--- src/rtl/vram_write_buffer.sv ---
// Write-posting FIFO between the core's VRAM write port and the framebuffer port.
// Optional same-address tail coalescing is built when VRAM_WBUF_COALESCE_EN is defined.
module vram_write_buffer #(
  parameter int DEPTH_LOG2 = 4,
  parameter int ADDR_W     = 16,
  parameter int DATA_W     = 16
) (
  input  logic                  clock,
  input  logic                  rst_n,
  input  logic [ADDR_W-1:0]     vram_addr,
  input  logic [DATA_W-1:0]     vram_data,
  input  logic                  vram_wr,
  input  logic                  vram_en,
  input  logic                  fb_grant,
  output logic [ADDR_W-1:0]     fb_addr,
  output logic [DATA_W-1:0]     fb_data,
  output logic                  fb_we,
  output logic [DEPTH_LOG2:0]   level,
  output logic                  full,
  output logic                  overflow,
  input  logic                  ovf_clr
);

  localparam int                  DEPTH    = 2 ** DEPTH_LOG2;
  localparam logic [DEPTH_LOG2:0] LVL_FULL = (DEPTH_LOG2 + 1)'(DEPTH);
  localparam logic [DEPTH_LOG2:0] LVL_ONE  = (DEPTH_LOG2 + 1)'(1);
  localparam logic [DEPTH_LOG2-1:0] PTR_ONE = DEPTH_LOG2'(1);

  logic [ADDR_W-1:0]     mem_addr [DEPTH];
  logic [DATA_W-1:0]     mem_data [DEPTH];
  logic [DEPTH_LOG2-1:0] rd_ptr;
  logic [DEPTH_LOG2-1:0] wr_ptr;
  logic [DEPTH_LOG2-1:0] tail_ptr;
  logic                  push_req;
  logic                  pop;
  logic                  coalesce;
  logic                  accept;
  logic                  drop;

  assign full     = (level == LVL_FULL);
  assign tail_ptr = wr_ptr - PTR_ONE;

  always_comb begin
    push_req = vram_en & vram_wr;
    pop      = fb_grant & (level != '0);
`ifdef VRAM_WBUF_COALESCE_EN
    // A lone entry leaving this edge can no longer absorb the write.
    coalesce = push_req & (level != '0) & (vram_addr == mem_addr[tail_ptr])
             & ~(pop & (level == LVL_ONE));
`else
    coalesce = 1'b0;
`endif
    accept   = push_req & ~coalesce & ((level != LVL_FULL) | pop);
    drop     = push_req & ~coalesce & ~accept;
  end

  // Storage is not reset; pointers and level define what is valid.
  always_ff @(posedge clock) begin
    if (accept) begin
      mem_addr[wr_ptr] <= vram_addr;
      mem_data[wr_ptr] <= vram_data;
    end
`ifdef VRAM_WBUF_COALESCE_EN
    else if (coalesce) begin
      mem_data[tail_ptr] <= vram_data;
    end
`endif
  end

  always_ff @(posedge clock or negedge rst_n) begin
    if (!rst_n) begin
      rd_ptr   <= '0;
      wr_ptr   <= '0;
      level    <= '0;
      fb_we    <= 1'b0;
      fb_addr  <= '0;
      fb_data  <= '0;
      overflow <= 1'b0;
    end else begin
      fb_we <= pop;
      if (pop) begin
        fb_addr <= mem_addr[rd_ptr];
        fb_data <= mem_data[rd_ptr];
        rd_ptr  <= rd_ptr + PTR_ONE;
      end
      if (accept) begin
        wr_ptr <= wr_ptr + PTR_ONE;
      end
      case ({accept, pop})
        2'b10:   level <= level + LVL_ONE;
        2'b01:   level <= level - LVL_ONE;
        default: level <= level;
      endcase
      if (drop) begin
        overflow <= 1'b1;
      end else if (ovf_clr) begin
        overflow <= 1'b0;
      end
    end
  end

endmodule

--- config.mk ---
export PLATFORM = sky130hd
export DESIGN_NAME = vram_write_buffer
export DESIGN_NICKNAME = d
export VERILOG_FILES = /design/src/rtl/vram_write_buffer.sv
export SDC_FILE = /design/constraint.sdc
export NUM_CORES = 1
export LEC_CHECK = 0
export ABC_AREA = 1
export CAP_MARGIN = 40
export CORE_MARGIN = 4
export CORE_UTILIZATION = 35
export DETAILED_ROUTE_END_ITERATION = 10
export HOLD_SLACK_MARGIN = 0.12
export SYNTH_ARGS = -nofsm -noshare
export SYNTH_HDL_FRONTEND = slang
export SYNTH_SLANG_ARGS = --single-unit
--- constraint.sdc ---
create_clock -name clock -period 3.16 [get_ports clock]
set_input_delay 0.632 -clock clock [delete_from_list [all_inputs] [get_ports clock]]
set_output_delay 0.632 -clock clock [all_outputs]
set_load 0.005 [all_outputs]
# [After elaboration in Yosys (flattened, before gate mapping)]
# Memory sizes are Yosys's and may differ from the RTL's. A register that Yosys moved wholly into a read port is not among the register bits.
# Index checks and enable logic that the tools add are counted.
[totals] register_bits=15 latchBits=0 mem_bits_rw=512 romBits=0 input_bits=38 output_inout_bits=40 wordCells=31 mem_count=2
[memory_table] name="mem_addr" depth=16 word_bits=16 rd=1 rd_clocked_by_memory_dff=1 wr=1 line_no="29" source="logic [ADDR_W-1:0] mem_addr [DEPTH];"
[memory_table] name="mem_data" depth=16 word_bits=16 rd=1 rd_clocked_by_memory_dff=1 wr=1 line_no="30" source="logic [DATA_W-1:0] mem_data [DEPTH];"
[classes] add_sub_neg=4 multipliers=0 n_div=0 n_lt_le_gt_ge=0 n_eq_ne=4 shifts=0 n_mux=5 bitwise_logic=6 n_reduce_logical=5
[op_table] cell="case mux 5 bit (2 select lines)" count=1
[op_table] cell="adder 4 x 1 -> 4 bit, second input constant" count=2
[op_table] cell="adder 5 x 1 -> 5 bit, second input constant" count=1
[op_table] cell="equality test 5 bit, second input constant" count=1
[op_table] cell="inequality test 5 bit, second input constant" count=1
[op_table] cell="nonzero test 5 bit" count=1
[op_table] cell="subtractor 5 x 1 -> 5 bit, second input constant" count=1
[op_table] cell="bitwise AND 1 bit" count=4
[op_table] cell="2-to-1 mux 1 bit" count=4
[op_table] cell="nonzero test 2 bit" count=2
[op_table] cell="equality test 2 x 1 -> 1 bit, second input constant" count=1
[op_table] cell="equality test 2 bit, second input constant" count=1
[op_table] cell="logical NOT 1 bit" count=2
[op_table] cell="NOT 1 bit" count=1
[op_table] cell="bitwise OR 1 bit" count=1

# [Logic depth before layout (Yosys ltp)]
[logic_depth] ltp_word=7 depth_mapped=13 depth_no_buf=13

# [Worst setup path after synthesis]
# Ideal clock, no wire load.
[synth_path] path_kind="input -> register" startpoint="in vram_en" endpoint="mem mem_addr[11][0], enable pin" setup_time_ns=0.421 arrival_ns=2.537 required_ns=2.739 setup_slack_ns=0.202 stages=4 n_path_buf=0 path_cell_list="nand2_1 > a21oi_2 > nand2_1 > nor2_1"
[synth_between] elab_chain_cells=4
[synth_rtl] element="start: declaration" line_no="13" source="input logic vram_en,"
[synth_rtl] element="bitwise AND 1 bit" line_no="44" source="push_req = vram_en & vram_wr;"
[synth_rtl] element="bitwise AND 1 bit" line_no="53" source="accept = push_req & ~coalesce & ((level != LVL_FULL) | pop);"
[synth_rtl] element="2-to-1 mux 1 bit" line_no="59" source="if (accept) begin"
[synth_rtl] element="2-to-1 mux 1 bit (implied by the code)" line_no="60" source="mem_addr[wr_ptr] <= vram_addr;"
[synth_rtl] element="end: declaration" line_no="29"
# No other way between the ends.

# [Worst setup path after layout]
[layout_path] startpoint="reg level[1]" endpoint="out full"
[layout_between] elab_chain_cells=1
[layout_rtl] element="start: declaration" line_no="18" source="output logic [DEPTH_LOG2:0] level,"
[layout_rtl] element="start signal: assignment" line_no="90" source="2'b10: level <= level + LVL_ONE;"
[layout_rtl] element="start signal: assignment" line_no="91" source="2'b01: level <= level - LVL_ONE;"
[layout_rtl] element="start signal: assignment" line_no="92" source="default: level <= level;"
[layout_rtl] element="equality test 5 bit" line_no="40" source="assign full = (level == LVL_FULL);"
[layout_rtl] element="end: declaration" line_no="19" source="output logic full,"
# No other way between the ends.

==> results.json <==
{
  "netlist_area_mm2": 0.02263,
  "die_w_um": 262.3,
  "min_from": "fb_addr[15]",
  "cp_common_cell": "nor2_1",
  "slowest_stage": "clkdlybuf4s50_1",
  "setup_tns_ps": 0,
  "crit_path_end_kind": "output pin",
  "syn_area_per_cell_um2": 11.77,
  "cts_buffers": 57,
  "path_clk_slew_ps": 60,
  "die_area_mm2": 0.06878,
  "clockBufferDepth": 3,
  "cp.required_ps": 2530,
  "whs_endpoint": "fb_addr[15]",
  "routed_wl_um": 60200,
  "ant_nets": 0,
  "dr.first_iter.drc_count": 1424,
  "hold_path_class": "register to register",
  "ff2ff_path_depth": 12,
  "cts_max_level": 2,
  "grt_pass1_wl_um": 91280,
  "hold_depth": 2,
  "max_cap_violations": 0,
  "start_util": 0.3561,
  "cts_tree": "yes",
  "syn-num-nets": 1971,
  "critPathMaxStageDelay_ps": 550,
  "setup_viol": 0,
  "dp_slack_ps": 363.6,
  "crit_chain": "nor2_1 > nand2_1 > nor2_1 > clkdlybuf4s50_1",
  "root_buffer": "clkbuf_16",
  "fin_nets": 2059,
  "synth-seq-area-share": 0.7315,
  "place.detailed.hpwl_um": 35940,
  "maxSlewViolCount": 0,
  "first_global_vias": 14410,
  "wl_per_cell_um": 20.72,
  "vias": 14500,
  "post-route-min-period_ps": 2649,
  "placed_area_mm2": 0.02460,
  "overflow": 0,
  "final_hold_viol_count": 0,
  "r2r_start": "level[1]",
  "ys.warnings.count": 0,
  "p_leak_nw": 9.795,
  "synth_cells": 1923,
  "drt-pass1-iter-count": 8,
  "stdcell_area_mm2": 0.02642,
  "postCtsSetupBuffers": 0,
  "grt_usage": 0.1713,
  "ios": 78,
  "drt-vias-per-instance": 4.988,
  "ys_ff_latch": 559,
  "cp_top_family": "buffers and inverters",
  "status": "complete, no violations",
  "clock-skew-final_ps": 12.50,
  "diodes": 0,
  "rr_endpoint": "level[4]",
  "insertion_delay_ps": 600,
  "rrSetupSlack_ps": 890,
  "worstPathMaxFanout": 5,
  "grt_max_degree": 197,
  "placeableCoreArea_mm2": 0.06354,
  "worst-path-buf-inv": 1,
  "final_cell_mix": "nand2_1 (794), edfxtp_1 (512), nand3_1 (387), clkdlybuf4s50_1 (76), clkbuf_16 (59)",
  "fin_ws_ps": 511.0,
  "cp-start-kind": "register",
  "io_buffers": 77,
  "slew_headroom": 0.3651,
  "area_growth_pct": 16.75,
  "fp-row-count": 92,
  "synthDistinctLibCells": 26,
  "final_common_cell": "nand2_1",
  "fin_util": 0.4157,
  "cts_sinks": 559,
  "criticalPathCategory": "register to output pin",
  "layout-drive-gt1-share": 0.08495,
  "rsz0062_at_grt": "no",
  "worst_pin_slew_ps": 952.3,
  "fin_crit_sh": 0.8383,
  "drc": 0,
  "die_h_um": 262.3,
  "antenna_found_initial": 0,
  "powerDensity_mw_per_mm2": 886.6,
  "vdd.ir_drop.worst_mv": 0.4333,
  "worstPathArrival_ps": 2020,
  "gp_routability_congestion": 0.8564,
  "fmax_mhz": 377.5
}
kinds of logic after synthesis:
group,after synthesis,synth area share
and+or+nand+nor,1204,0.2211
DFF,559,0.7315
buffers and inverters,129,0.03489
AOI/OAI and AO/OA,12,0.003152
adders and majority gates,10,0.005862
xor gates and xnor gates,9,0.003484
stage by stage:
| stage | hold WS (ps) | instances | power (W) |
|---|---|---|---|
| floorplan | 336.4 | 1923 | 0.01429 |
| global placement | 468.5 | 2793 | 0.01703 |
| detailed placement | 466.1 | 2797 | 0.01709 |
| CTS | 482.7 | 2906 | 0.02363 |
| global route | 495.7 | 2906 | 0.02477 |
| finish | 477.2 | 2906 | 0.02342 |
registers in the layout (all words and copies together) (netlist names):
name      flops
mem_addr    256
mem_data    256
fb_addr      16
fb_data      16
level         5
rd_ptr        4
wr_ptr        4
fb_we         1
overflow      1
final cells by class:
class                           count  area (um2)
Tap cell                          846        1059
Multi-Input combinational cell   1235        5409
Timing Repair Buffer              142        1511
Clock buffer                       73        1549
Fill cell                        5915       37120
Inverter                           16       67.56
Sequential cell                   559       16560
Clock inverter                     35       261.5
report_power, final:
group | internal (W) | switching, W
clock network | 0.00371 | 0.00281
logic | 0.00246 | 0.00546
registers | 0.00870 | 0.000274
total | 0.0149 | 0.00854
worst max-delay path by stage:
stage	from	endpoint	cells after the start
2_1_floorplan	vram_en	mem_addr[11][0]	4
3_3_place_gp	fb_grant	level[4]	12
3_5_place_dp	fb_grant	level[4]	12
4_1_cts	level[0]	full	4
5_1_grt	level[0]	full	4
6_report	level[1]	full	4
worst min-delay path: stages, from the launching register on:
cell and delay, ps:
dfrtp_1 340, nand2_1 60, nand2_1 50
cells in the mapped netlist:
library cell / count / area share
buf_6: 20 / 0.010
buf_2: 57 / 0.013
nor2_1: 22 / 0.0036
edfxtp_1: 512 / 0.68
ha_1: 9 / 0.0050
dfrtp_1: 47 / 0.052
fa_1: 1 / 0.00088
a21oi_1: 1 / 0.00022
a21boi_0: 1 / 0.00033
clkinv_1: 1 / 0.00017
o22ai_1: 1 / 0.00028
xnor2_1: 2 / 0.00077
inv_1: 13 / 0.0022
nand3_1: 387 / 0.086
o21ai_0: 6 / 0.0013
clkbuf_1: 15 / 0.0025
o21bai_1: 1 / 0.00033
a21oi_2: 1 / 0.00039
inv_6: 1 / 0.00039
nand2_1: 795 / 0.13
buf_1: 4 / 0.00066
buf_8: 2 / 0.0013
xor2_1: 7 / 0.0027
inv_2: 1 / 0.00017
a31oi_1: 1 / 0.00028
buf_4: 15 / 0.0050
layer usage:
layer  GRT usage  up-vias  wire length, um
met1      0.2306     7168            25680
met4     0.04574        0             1338
met3     0.02240       88             3189
li1            -     6829                -
met5           0        -                0
met2      0.2944      410            30000
what timing repair did:
item                      in CTS  in global routing
hold buffers                   1                  0
gates resized for setup        0                  0
hold endpoints to repair      47                  0
(Power assumes the default switching activity.)
==> RTL edit: new RTL, same settings <==
Reset style: synchronous (`rst_n`), changed in one clocked block.
--- a/src/rtl/vram_write_buffer.sv
+++ b/src/rtl/vram_write_buffer.sv
@@ -68,5 +68,5 @@
   end
 
-  always_ff @(posedge clock or negedge rst_n) begin
+  always_ff @(posedge clock) begin
     if (!rst_n) begin
       rd_ptr   <= '0;
Function: differs if rst_n is asserted again (counterexample within 4 cycles, from zero or initial values and one cycle with rst_n low); with rst_n held inactive, the same outputs for 4 cycles.
==> RTL edit against the unedited design <==
Synthesized area up 4.1%; final cell count up 12%; sequential share of layout area down 2.9 points; sequential cell count unchanged; routed wire length down 4.1%; via count up 7.8%; total power down 15%; cell area up 3.3%; setup slack better by 0.057 ns; critical path type unchanged; largest power group unchanged; highest routed layer is now met5.
==> RTL edit: results (changes against the unedited design) <==
[synth]
netlist_instances=2267  ; +18%
yosysUniqueCellTypes=22  ; -15%
yosys.area_share.xor_xnor=0.00112  ; -0.00237
async_flop_share=0  ; -0.0841
synth_fa_ha_area_frac=0.00510  ; -0.000760
post_synth_main_area_contributors=edfxtp_1 (65%), nand2_1 (11%), nand3_1 (7.7%), inv_1 (5.1%), dfxtp_1 (4.0%)
synth_nets=2314  ; +17%

[finish]
nets=2388  ; +16%
fillerInstances=6151  ; +4.0%
total_non_filler_cell_area_in_the_finished_layout_um2=27300  ; +3.3%
final_layout_size_suffix_gt1_frac=0.0670  ; -0.0179

[grt]
global_route.usage.met2=0.265  ; -0.0292
first_global_vias=15300  ; +6.1%
grt_pass1_wl_um=88800  ; -2.7%
antenna_found_initial=1  ; +1
grt_start_max_net_pins=144  ; -27%
globalRouteTotalUtil=0.160  ; -0.0109

[critical_path]
highest_fanout_seen_on_the_critical_path=6  ; +1
ff2ff_path_depth=7  ; -5
critPathMaxStageDelay_ns=0.51  ; -0.04 ns
crit_arrival_ns=1.96  ; -0.06 ns
reg2reg_setup_slack_ns=0.94  ; +0.05 ns

[routing]
top_layer_used=met5
met3RoutedLength_um=4050  ; +27%
totalWireLength_um=57800  ; -4.1%
met1_length_um=25200  ; -2.0%
firstDrtPassIters=5  ; -3

[status]
status=finished, final reports clean

[power_and_ir_drop]
internal_power_mw=13.8  ; -7.0%
total_leakage_power_nw=11.1  ; +13%

[min_path]
worst_hold_path.endpoint=overflow

[place]
pre_cts_ws_ns=0.451  ; +0.0878 ns
post_dp_cell_area_um2=25500  ; +3.5%
finalWeightedCongestion=0.826  ; -3.6%
detailed_place_hpwl_um=34000  ; -5.3%

[cts]
cts_inserted_buffers=56  ; -1.8%

[timing]
worst_slew_pin_slew_ns=0.892  ; -0.0600 ns

[RTL edit: how the worst max path moves through the flow]
| stage | from | end | slack, ns | depth (start not counted) |
|---|---|---|---|---|
| floorplan | vram_en | mem_addr[11][0] | 0.27 | 6 |
| global route | level[1] | full | 0.46 | 4 |
| global placement | vram_en | mem_data[6][14] | 0.46 | 8 |
| detailed placement | vram_en | mem_data[6][15] | 0.45 | 8 |
| CTS | level[0] | full | 0.54 | 4 |
| finish | level[0] | full | 0.57 | 4 |
[RTL edit: final cells by class]
class	instances	share of cell area
multi-input combinational	1270	0.203
clock buffer	82	0.0582
clock inverter	22	0.00880
inverter	321	0.0445
tap	864	0.0396
timing repair buffer	133	0.0473
sequential	559	0.598
[RTL edit: power by group through the flow]
stage               clock [mW]  sequential (mW)  combinational [mW]
floorplan                    0             8.65                3.22
global placement             0             8.68                4.85
detailed placement           0             8.69                4.93
CTS                       6.67             8.54                4.96
global route              7.00             8.56                5.50
finish                    6.55             8.53                4.90
